`src/rtl/eprisc_bus_arbiter.sv`:
```
// Two-requester round-robin owner of the epRISC byte-wide bus master; one full transaction per grant.
// Optional requester-0 priority while the bus interrupt is high: define EPRISC_BUSARB_IRQPRIO_EN.
module eprisc_bus_arbiter #(
    parameter int CLKDIV = 2,
    parameter int SETUP  = 1,
    parameter int GAP    = 2
) (
    input  logic       iBoardClock,
    input  logic       iBoardReset,
    input  logic       iReq0Valid,
    input  logic       iReq0Device,
    input  logic [0:7] iReq0Command,
    input  logic [0:7] iReq0Data,
    output logic       oReq0Ack,
    input  logic       iReq1Valid,
    input  logic       iReq1Device,
    input  logic [0:7] iReq1Command,
    input  logic [0:7] iReq1Data,
    output logic       oReq1Ack,
    output logic       oRspValid,
    output logic       oRspOwner,
    output logic [0:7] oRspData,
    output logic       oBusy,
    output logic       oBusClock,
    output logic [0:1] oBusSelect,
    output logic [0:7] oBusMOSI,
    input  logic [0:7] iBusMISO,
    input  logic       iBusInterrupt
);

    // state  | meaning
    // sIdle  | bus idle, waiting for a request
    // sSetup | select asserted, command on MOSI, bus clock low
    // sLow   | bus clock low half of the current byte
    // sHigh  | bus clock high half; MISO captured at the end of byte 1
    // sGap   | select released, response pulsed, bus recovery
    typedef enum logic [2:0] {sIdle, sSetup, sLow, sHigh, sGap} stateT;

    localparam int TW = 16;
    localparam logic [TW-1:0] DIVLOAD   = TW'(CLKDIV - 1);
    localparam logic [TW-1:0] SETUPLOAD = TW'(SETUP - 1);
    localparam logic [TW-1:0] GAPLOAD   = TW'(GAP - 1);

    stateT         state;
    logic [TW-1:0] tmr;
    logic          byteSel;
    logic          owner;
    logic [0:7]    dataReg;
    logic          lastGrant;

    logic          anyReq;
    logic          tmrDone;
    logic          doGrant;
    logic          winner;
    logic          updPtr;

`ifdef EPRISC_BUSARB_IRQPRIO_EN
    logic [1:0] irqSync;

    always_ff @(posedge iBoardClock) begin
        if (!iBoardReset) begin
            irqSync <= 2'b00;
        end else begin
            irqSync <= {irqSync[0], iBusInterrupt};
        end
    end
`else
    logic unusedIrq;
    assign unusedIrq = iBusInterrupt;
`endif

    assign anyReq  = iReq0Valid | iReq1Valid;
    assign tmrDone = (tmr == '0);
    // The last GAP cycle doubles as an IDLE sample so back-to-back grants keep select high for exactly GAP cycles.
    assign doGrant = anyReq && ((state == sIdle) || ((state == sGap) && tmrDone));

    always_comb begin
        winner = iReq1Valid & ~iReq0Valid;
        updPtr = 1'b1;
        if (iReq0Valid && iReq1Valid) begin
            winner = ~lastGrant;
`ifdef EPRISC_BUSARB_IRQPRIO_EN
            if (irqSync[1]) begin
                winner = 1'b0;
                updPtr = 1'b0;
            end
`endif
        end
    end

    always_ff @(posedge iBoardClock) begin
        if (!iBoardReset) begin
            state      <= sIdle;
            tmr        <= '0;
            byteSel    <= 1'b0;
            owner      <= 1'b0;
            dataReg    <= '0;
            lastGrant  <= 1'b1;
            oReq0Ack   <= 1'b0;
            oReq1Ack   <= 1'b0;
            oRspValid  <= 1'b0;
            oRspOwner  <= 1'b0;
            oRspData   <= '0;
            oBusy      <= 1'b0;
            oBusClock  <= 1'b0;
            oBusSelect <= 2'b11;
            oBusMOSI   <= '0;
        end else begin
            oReq0Ack  <= 1'b0;
            oReq1Ack  <= 1'b0;
            oRspValid <= 1'b0;

            case (state)
                sIdle: begin
                end
                sSetup: begin
                    if (tmrDone) begin
                        state <= sLow;
                        tmr   <= DIVLOAD;
                    end else begin
                        tmr <= tmr - TW'(1);
                    end
                end
                sLow: begin
                    if (tmrDone) begin
                        state     <= sHigh;
                        oBusClock <= 1'b1;
                        tmr       <= DIVLOAD;
                    end else begin
                        tmr <= tmr - TW'(1);
                    end
                end
                sHigh: begin
                    if (tmrDone) begin
                        oBusClock <= 1'b0;
                        if (!byteSel) begin
                            state    <= sLow;
                            byteSel  <= 1'b1;
                            oBusMOSI <= dataReg;
                            tmr      <= DIVLOAD;
                        end else begin
                            state      <= sGap;
                            oBusSelect <= 2'b11;
                            oBusMOSI   <= '0;
                            oRspValid  <= 1'b1;
                            oRspOwner  <= owner;
                            oRspData   <= iBusMISO;
                            tmr        <= GAPLOAD;
                        end
                    end else begin
                        tmr <= tmr - TW'(1);
                    end
                end
                sGap: begin
                    if (tmrDone) begin
                        state <= sIdle;
                        oBusy <= 1'b0;
                    end else begin
                        tmr <= tmr - TW'(1);
                    end
                end
                default: begin
                    state <= sIdle;
                end
            endcase

            if (doGrant) begin
                state     <= sSetup;
                tmr       <= SETUPLOAD;
                byteSel   <= 1'b0;
                owner     <= winner;
                oBusy     <= 1'b1;
                oBusClock <= 1'b0;
                if (updPtr) begin
                    lastGrant <= winner;
                end
                if (winner) begin
                    oReq1Ack   <= 1'b1;
                    dataReg    <= iReq1Data;
                    oBusMOSI   <= iReq1Command;
                    oBusSelect <= iReq1Device ? 2'b10 : 2'b01;
                end else begin
                    oReq0Ack   <= 1'b1;
                    dataReg    <= iReq0Data;
                    oBusMOSI   <= iReq0Command;
                    oBusSelect <= iReq0Device ? 2'b10 : 2'b01;
                end
            end
        end
    end

endmodule

```
`config.mk`:
```
export PLATFORM = sky130hd
export DESIGN_NAME = eprisc_bus_arbiter
export DESIGN_NICKNAME = d
export VERILOG_FILES = /design/src/rtl/eprisc_bus_arbiter.sv
export SDC_FILE = /design/constraint.sdc
export NUM_CORES = 1
export LEC_CHECK = 0
export ABC_AREA = 1
export BUFFER_PORTS_ARGS = -buffer_cell sky130_fd_sc_hd__buf_4
export CAP_MARGIN = 20
export CORE_UTILIZATION = 45
export CTS_CLUSTER_DIAMETER = 120
export DETAILED_ROUTE_END_ITERATION = 7
export PLACE_DENSITY = 0.78
export SLEW_MARGIN = 0
export SYNTH_ARGS = -nofsm -noshare
export SYNTH_HDL_FRONTEND = slang
export SYNTH_SLANG_ARGS = --single-unit
export TNS_END_PERCENT = 1
```
`constraint.sdc`:
```
create_clock -name iBoardClock -period 2.51 [get_ports iBoardClock]
set_input_delay 0.1255 -clock iBoardClock [delete_from_list [all_inputs] [get_ports iBoardClock]]
set_output_delay 0.1255 -clock iBoardClock [all_outputs]
set_load 0.03 [all_outputs]
```
== Yosys cells after proc, flatten, opt, wreduce, memory -nomap -nowiden ==
Index checks and enable logic that the tools add are counted.
Widths: inputs -> output; s select.
Storage, ports and cells
  bits in registers: 54
  bits of input ports: 47
  output and inout bits: 24
  word-level logic and storage cells: 94
Cells by class
  add/subtract/negate cells: 1
  equal/unequal tests: 14
  muxes and demuxes: 32
  bitwise logic cells: 6
  reduce and logical (&&, ||, !) cells: 25
Operator list (number)
  $mux 8: 6
  $mux 16: 2
  $pmux 16 s2: 1
  $logic_not 16->1: 1
  $sub 16x1->16 const B: 1
  $mux 3: 5
  $pmux 3 s5: 1
  $mux 2: 7
  $ne 2x2->1 const B: 6
  $ne 3x3->1 const B: 4
  $reduce_and 3->1: 4
  $reduce_bool 2->1: 6
  $reduce_and 2->1: 5
  $reduce_and 5->1: 2
  $mux 1: 9
  $eq 3x2->1 const B: 2
  $not 1->1: 4
  $eq 3x1->1 const B: 1
  $eq 3x3->1 const B: 1
  $logic_and 1x1->1: 3
  $logic_not 3->1: 1
  $reduce_or 3->1: 1
  $pmux 1 s2: 1
  $reduce_or 2->1: 1
  3 further kinds: 3

== Depth between registers and ports, before layout ==
  depth after elaboration: 6
  gate-level depth with buffers: 12
  mapped depth without buffers: 11

== Worst setup path before layout ==
Ideal clock, no wire load.
  path type: reg-to-reg
  start: register tmr[0]
  end: register oBusMOSI[5] (netlist name)
  setup time: 110 ps
  arrival: 1498 ps
  data required time: 2400 ps
  path slack: 902 ps
  cell stages (with the launch flop): 13
  buffers on the path: 1
  period minus slack after synthesis: 1608 ps
  path through: dfxtp_1 > inv_1 > ha_1 > nand2_1 > nor2_2 > nand3_2 > nand2_2 > nand2_4 > buf_2 > nand3_1 > nand3_1 > nand2_1 > inv_1
Between the ends
  word-level cells in the longest chain between the ends: 6
  elaborated cells on any way between the ends: 8
  classes of those cells: mux (1); reduce/logical (7)
Ends and longest elaborated chain
  start: declaration: RTL line 45  | logic [TW-1:0] tmr;
  start signal: assignment: RTL line 121  | tmr <= tmr - TW'(1);
  start signal: assignment: RTL line 130  | tmr <= tmr - TW'(1);
  start signal: assignment: RTL line 151  | tmr <= tmr - TW'(1);
  $logic_not 16->1 *: RTL line 73  | assign tmrDone = (tmr == '0);
  $logic_and 1x1->1: RTL line 75  | assign doGrant = anyReq && ((state == sIdle) || ((state == sGap) && tmrDone));
  $logic_or 1x1->1: RTL line 75
  $logic_and 1x1->1: RTL line 75
  $reduce_bool 2->1 (no source line)
  $reduce_and 2->1 (no source line)
  end signal: assignment: RTL line 139  | oBusMOSI <= dataReg;
  end signal: assignment: RTL line 180  | oBusMOSI <= iReq1Command;
  end signal: assignment: RTL line 185  | oBusMOSI <= iReq0Command;
  end: declaration: RTL line 26  | output logic [0:7] oBusMOSI,
Every way passes the cells marked *; elsewhere a longest branch is shown, timed or not.
A chain may end at the register's enable or synchronous reset.

== Worst setup path in the final report ==
  start: register tmr[0]
  end: register owner
Between the ends
  word-level cells in the longest chain between the ends: 4
Ends and longest elaborated chain
  $logic_not 16->1: RTL line 73
  $logic_and 1x1->1: RTL line 75
  $logic_or 1x1->1: RTL line 75
  $logic_and 1x1->1: RTL line 75
  end signal: assignment: RTL line 171  | owner <= winner;
  end: declaration: RTL line 47  | logic owner;
Every way passes these cells.

==> impl_metrics.ini <==
[run_status]
outcome = finished clean

[timing]
fmax_ghz = 0.492
fin_crit_sh_pct = 80.9
final-max-slew-violation-count = 0
tightest_slew_ps = 468
slew_headroom_pct = 68.7
hold_viol_final = 0
whs_ps = 4.29
tns_ps = 0
rsz0062_at_grt = false
skew_ps = 9.49
setup_violations = 0
layout_min_cycle_time_ps = 2030

[floorplan]
die-area_um2 = 6210
die-width_um = 78.8
fp-row-count = 27
io_pins = 71
coreArea_um2 = 5610
start_util_pct = 47.4
die_h_um = 78.8

[worst_setup_path]
cp-startpoint = tmr[0]$_SDFFE_PP0P_
path_depth = 9
critPathKind = reg -> reg
cp.arrival_ps = 2220
setup.worst_path.end = owner$_SDFFE_PN0N_
crit_buf_inv = 1
cpPeakStageDelay_ps = 430
endpoint_kind = flop
worstPathMaxFanout = 27
cp-start-kind = flop
cp_slowest_cell = nand2_1
r2r_end = owner$_SDFFE_PN0N_
path_common_cell = nand2_1
regToRegSetupSlack_ps = 480
r2r-start = tmr[0]$_SDFFE_PP0P_
cp.required_ps = 2700
reg2regPathDepth = 9
path_cells = inv_1 > ha_1 > nand2_1 > nor2_2 > nand3_2 > nand2_2 > nand2_4 > nand2_1 > o22ai_1
critPathTopFamily = simple AND/OR/NAND/NOR gates

[place]
hpwl_mm = 4.45
placedCellCount = 519
numPortBuffers = 69
gp_congestion = 0.885

[synthesis]
synth.top_cells.by_count = 92 x nand2_1, 65 x nor2_1, 54 x dfxtp_1
postSynth.asyncResetShare_pct = 0
synth_top_area_share_pct = 40.7
ys_seq_area_share_pct = 40.7
synth_nets = 435
synth_area_leaders = dfxtp_1 41%, nand2_1 13%, nand3_1 9.2%, nor2_1 9.2%, inv_1 5.1%
ys.flop_type = dfxtp_1
yosysTopAreaCell = dfxtp_1
syn_inst = 386
synth-seq-cells = 54
yosysMostFrequentCell = nand2_1
synth.cell_area_um2 = 2660
avgSynthCellArea_um2 = 6.88
synth_enable_flop_cells = 0
ys_types = 35
yosys_warnings = 0

[drt]
drc_errors = 0
wl_per_cell_um = 11.8
wl_mm = 6.22
drtIter0Drc = 89
vias_per_cell = 4.92
dr.pass1.iters = 4
vias = 2589
ant_nets = 0

[grt]
grt_first_pass_wirelength_mm = 10.2
grt_max_degree = 33
antenna_found_initial = 0
grt.total_usage_pct = 20.7
grt_pass1_vias = 2298
gr-total-overflow = 0

[cells_and_area]
fin_nets = 503
final_util_pct = 58.9
drive_above_1_share_pct = 21.8
fin_cells = 526
diodes = 0
area_growth_pct = 24.4
n_fill_cell = 554

[power_and_ir_drop]
ir_drop_v = 0.000585
p_switching_mw = 2.00
power_density_nw_per_um2 = 1250
p_leak_nw = 1.63
internal_power_mw = 2.13
clockPowerShare_pct = 11.5
total_power_mw = 4.13
seqPwrFrac_pct = 30.1
p_comb_share_pct = 58.4
p_sw_share_pct = 48.5

[run]
max_cap_viol_count = 0

[min_path]
whs_path_depth = 3
holdCritPathClass = in -> reg

[clock_tree]
path_clk_slew_ps = 100
clock_sinks = 54
clock-root-buffer = clkbuf_8
cts_resized = 0
cts_tree = built
h-tree-depth = 2
post-cts-setup-buffers = 0
holdBufCountCts = 0
clock_path_buffers = 2
cts_buffers = 5
clk_latency_ps = 310
==> through the flow <==
| stage | area, um2 | setup WS [ps] |
|---|---|---|
| 2_1_floorplan | 2660 | 902 |
| 3_3_place_gp | 3220 | 548 |
| 3_5_place_dp | 3220 | 499 |
| 4_1_cts | 3300 | 478 |
| 5_1_grt | 3300 | 256 |
| 6_report | 3300 | 479 |
==> layout by cell type (no fill, tap or decap), types with 5 or more instances in the layout <==
| cell | instances |
|---|---|
| a21oi_1 | 15 |
| buf_4 | 72 |
| clkbuf_8 | 5 |
| dfxtp_1 | 54 |
| inv_1 | 36 |
| nand2_1 | 92 |
| nand3_1 | 49 |
| nor2_1 | 65 |
| nor3_1 | 7 |
| o21ai_0 | 13 |
| xor2_1 | 6 |
==> cell families after synthesis <==
| group | synth area share, % |
|---|---|
| AND/OR/NAND/NOR | 39.5 |
| AO/OA/AOI/OAI | 8.20 |
| buffers and inverters | 8.01 |
| adder cells (fa/ha/maj) | 0.942 |
| XOR/XNOR | 2.64 |
| flip-flops | 40.7 |
==> flip-flops by register name, summed over array words and instances (netlist names) <==
register    count
oBusy           1
dataReg         8
tmr            16
owner           1
lastGrant       1
oRspOwner       1
byteSel         1
oBusSelect      2
oReq0Ack        1
oRspValid       1
oRspData        8
state           3
oBusMOSI        8
oBusClock       1
oReq1Ack        1
==> cell type report <==
class | count | area (um2) | share of cell area, %
timing repair buffer | 72 | 541 | 16.4
clock buffer | 5 | 68.8 | 2.08
multi-input combinational | 282 | 1360 | 41.2
sequential | 54 | 1080 | 32.7
tap | 72 | 90.1 | 2.73
inverter | 39 | 146 | 4.43
clock inverter | 2 | 15.0 | 0.454
==> power groups by stage <==
stage	combinational [mW]	clock (mW)	sequential, mW
CTS	2.41	0.484	1.24
global placement	2.35	0	1.25
finish	2.41	0.475	1.25
detailed placement	2.39	0	1.26
floorplan	1.84	0	1.33
global route	2.69	0.512	1.28
==> worst register-to-register path: cells and delay by family (launching register included) <==
kind,cells,cell delay [ps]
AOI/OAI and AO/OA,1,120
adders and majority gates,1,190
buffers and inverters,1,130
DFF,1,320
and+or+nand+nor,6,1150
==> how the worst min path moves through the flow <==
| stage | from | endpoint | slack, ps |
|---|---|---|---|
| 2_1_floorplan | iReq1Data[0] | dataReg[0]$_SDFFE_PN0N_ | 240 |
| 3_3_place_gp | iReq1Data[4] | dataReg[4]$_SDFFE_PN0N_ | 320 |
| 3_5_place_dp | iReq1Data[4] | dataReg[4]$_SDFFE_PN0N_ | 330 |
| 4_1_cts | iReq1Data[4] | dataReg[4]$_SDFFE_PN0N_ | 2 |
| 5_1_grt | iReq1Data[3] | dataReg[3]$_SDFFE_PN0N_ | 8 |
| 6_report | iReq1Data[4] | dataReg[4]$_SDFFE_PN0N_ | 4 |
==> per-layer routing <==
| layer | part of all wire [%] | vias up | global-route usage [%] |
|---|---|---|---|
| met1 | 48 | 1173 | 28.0 |
| met2 | 47 | 44 | 32.6 |
| met4 | 1.2 | 0 | 7.27 |
| met3 | 3.7 | 7 | 4.60 |
| met5 | 0 | - | 0 |
| li1 | - | 1365 | - |
No activity file was read; power rests on OpenSTA's default activity.
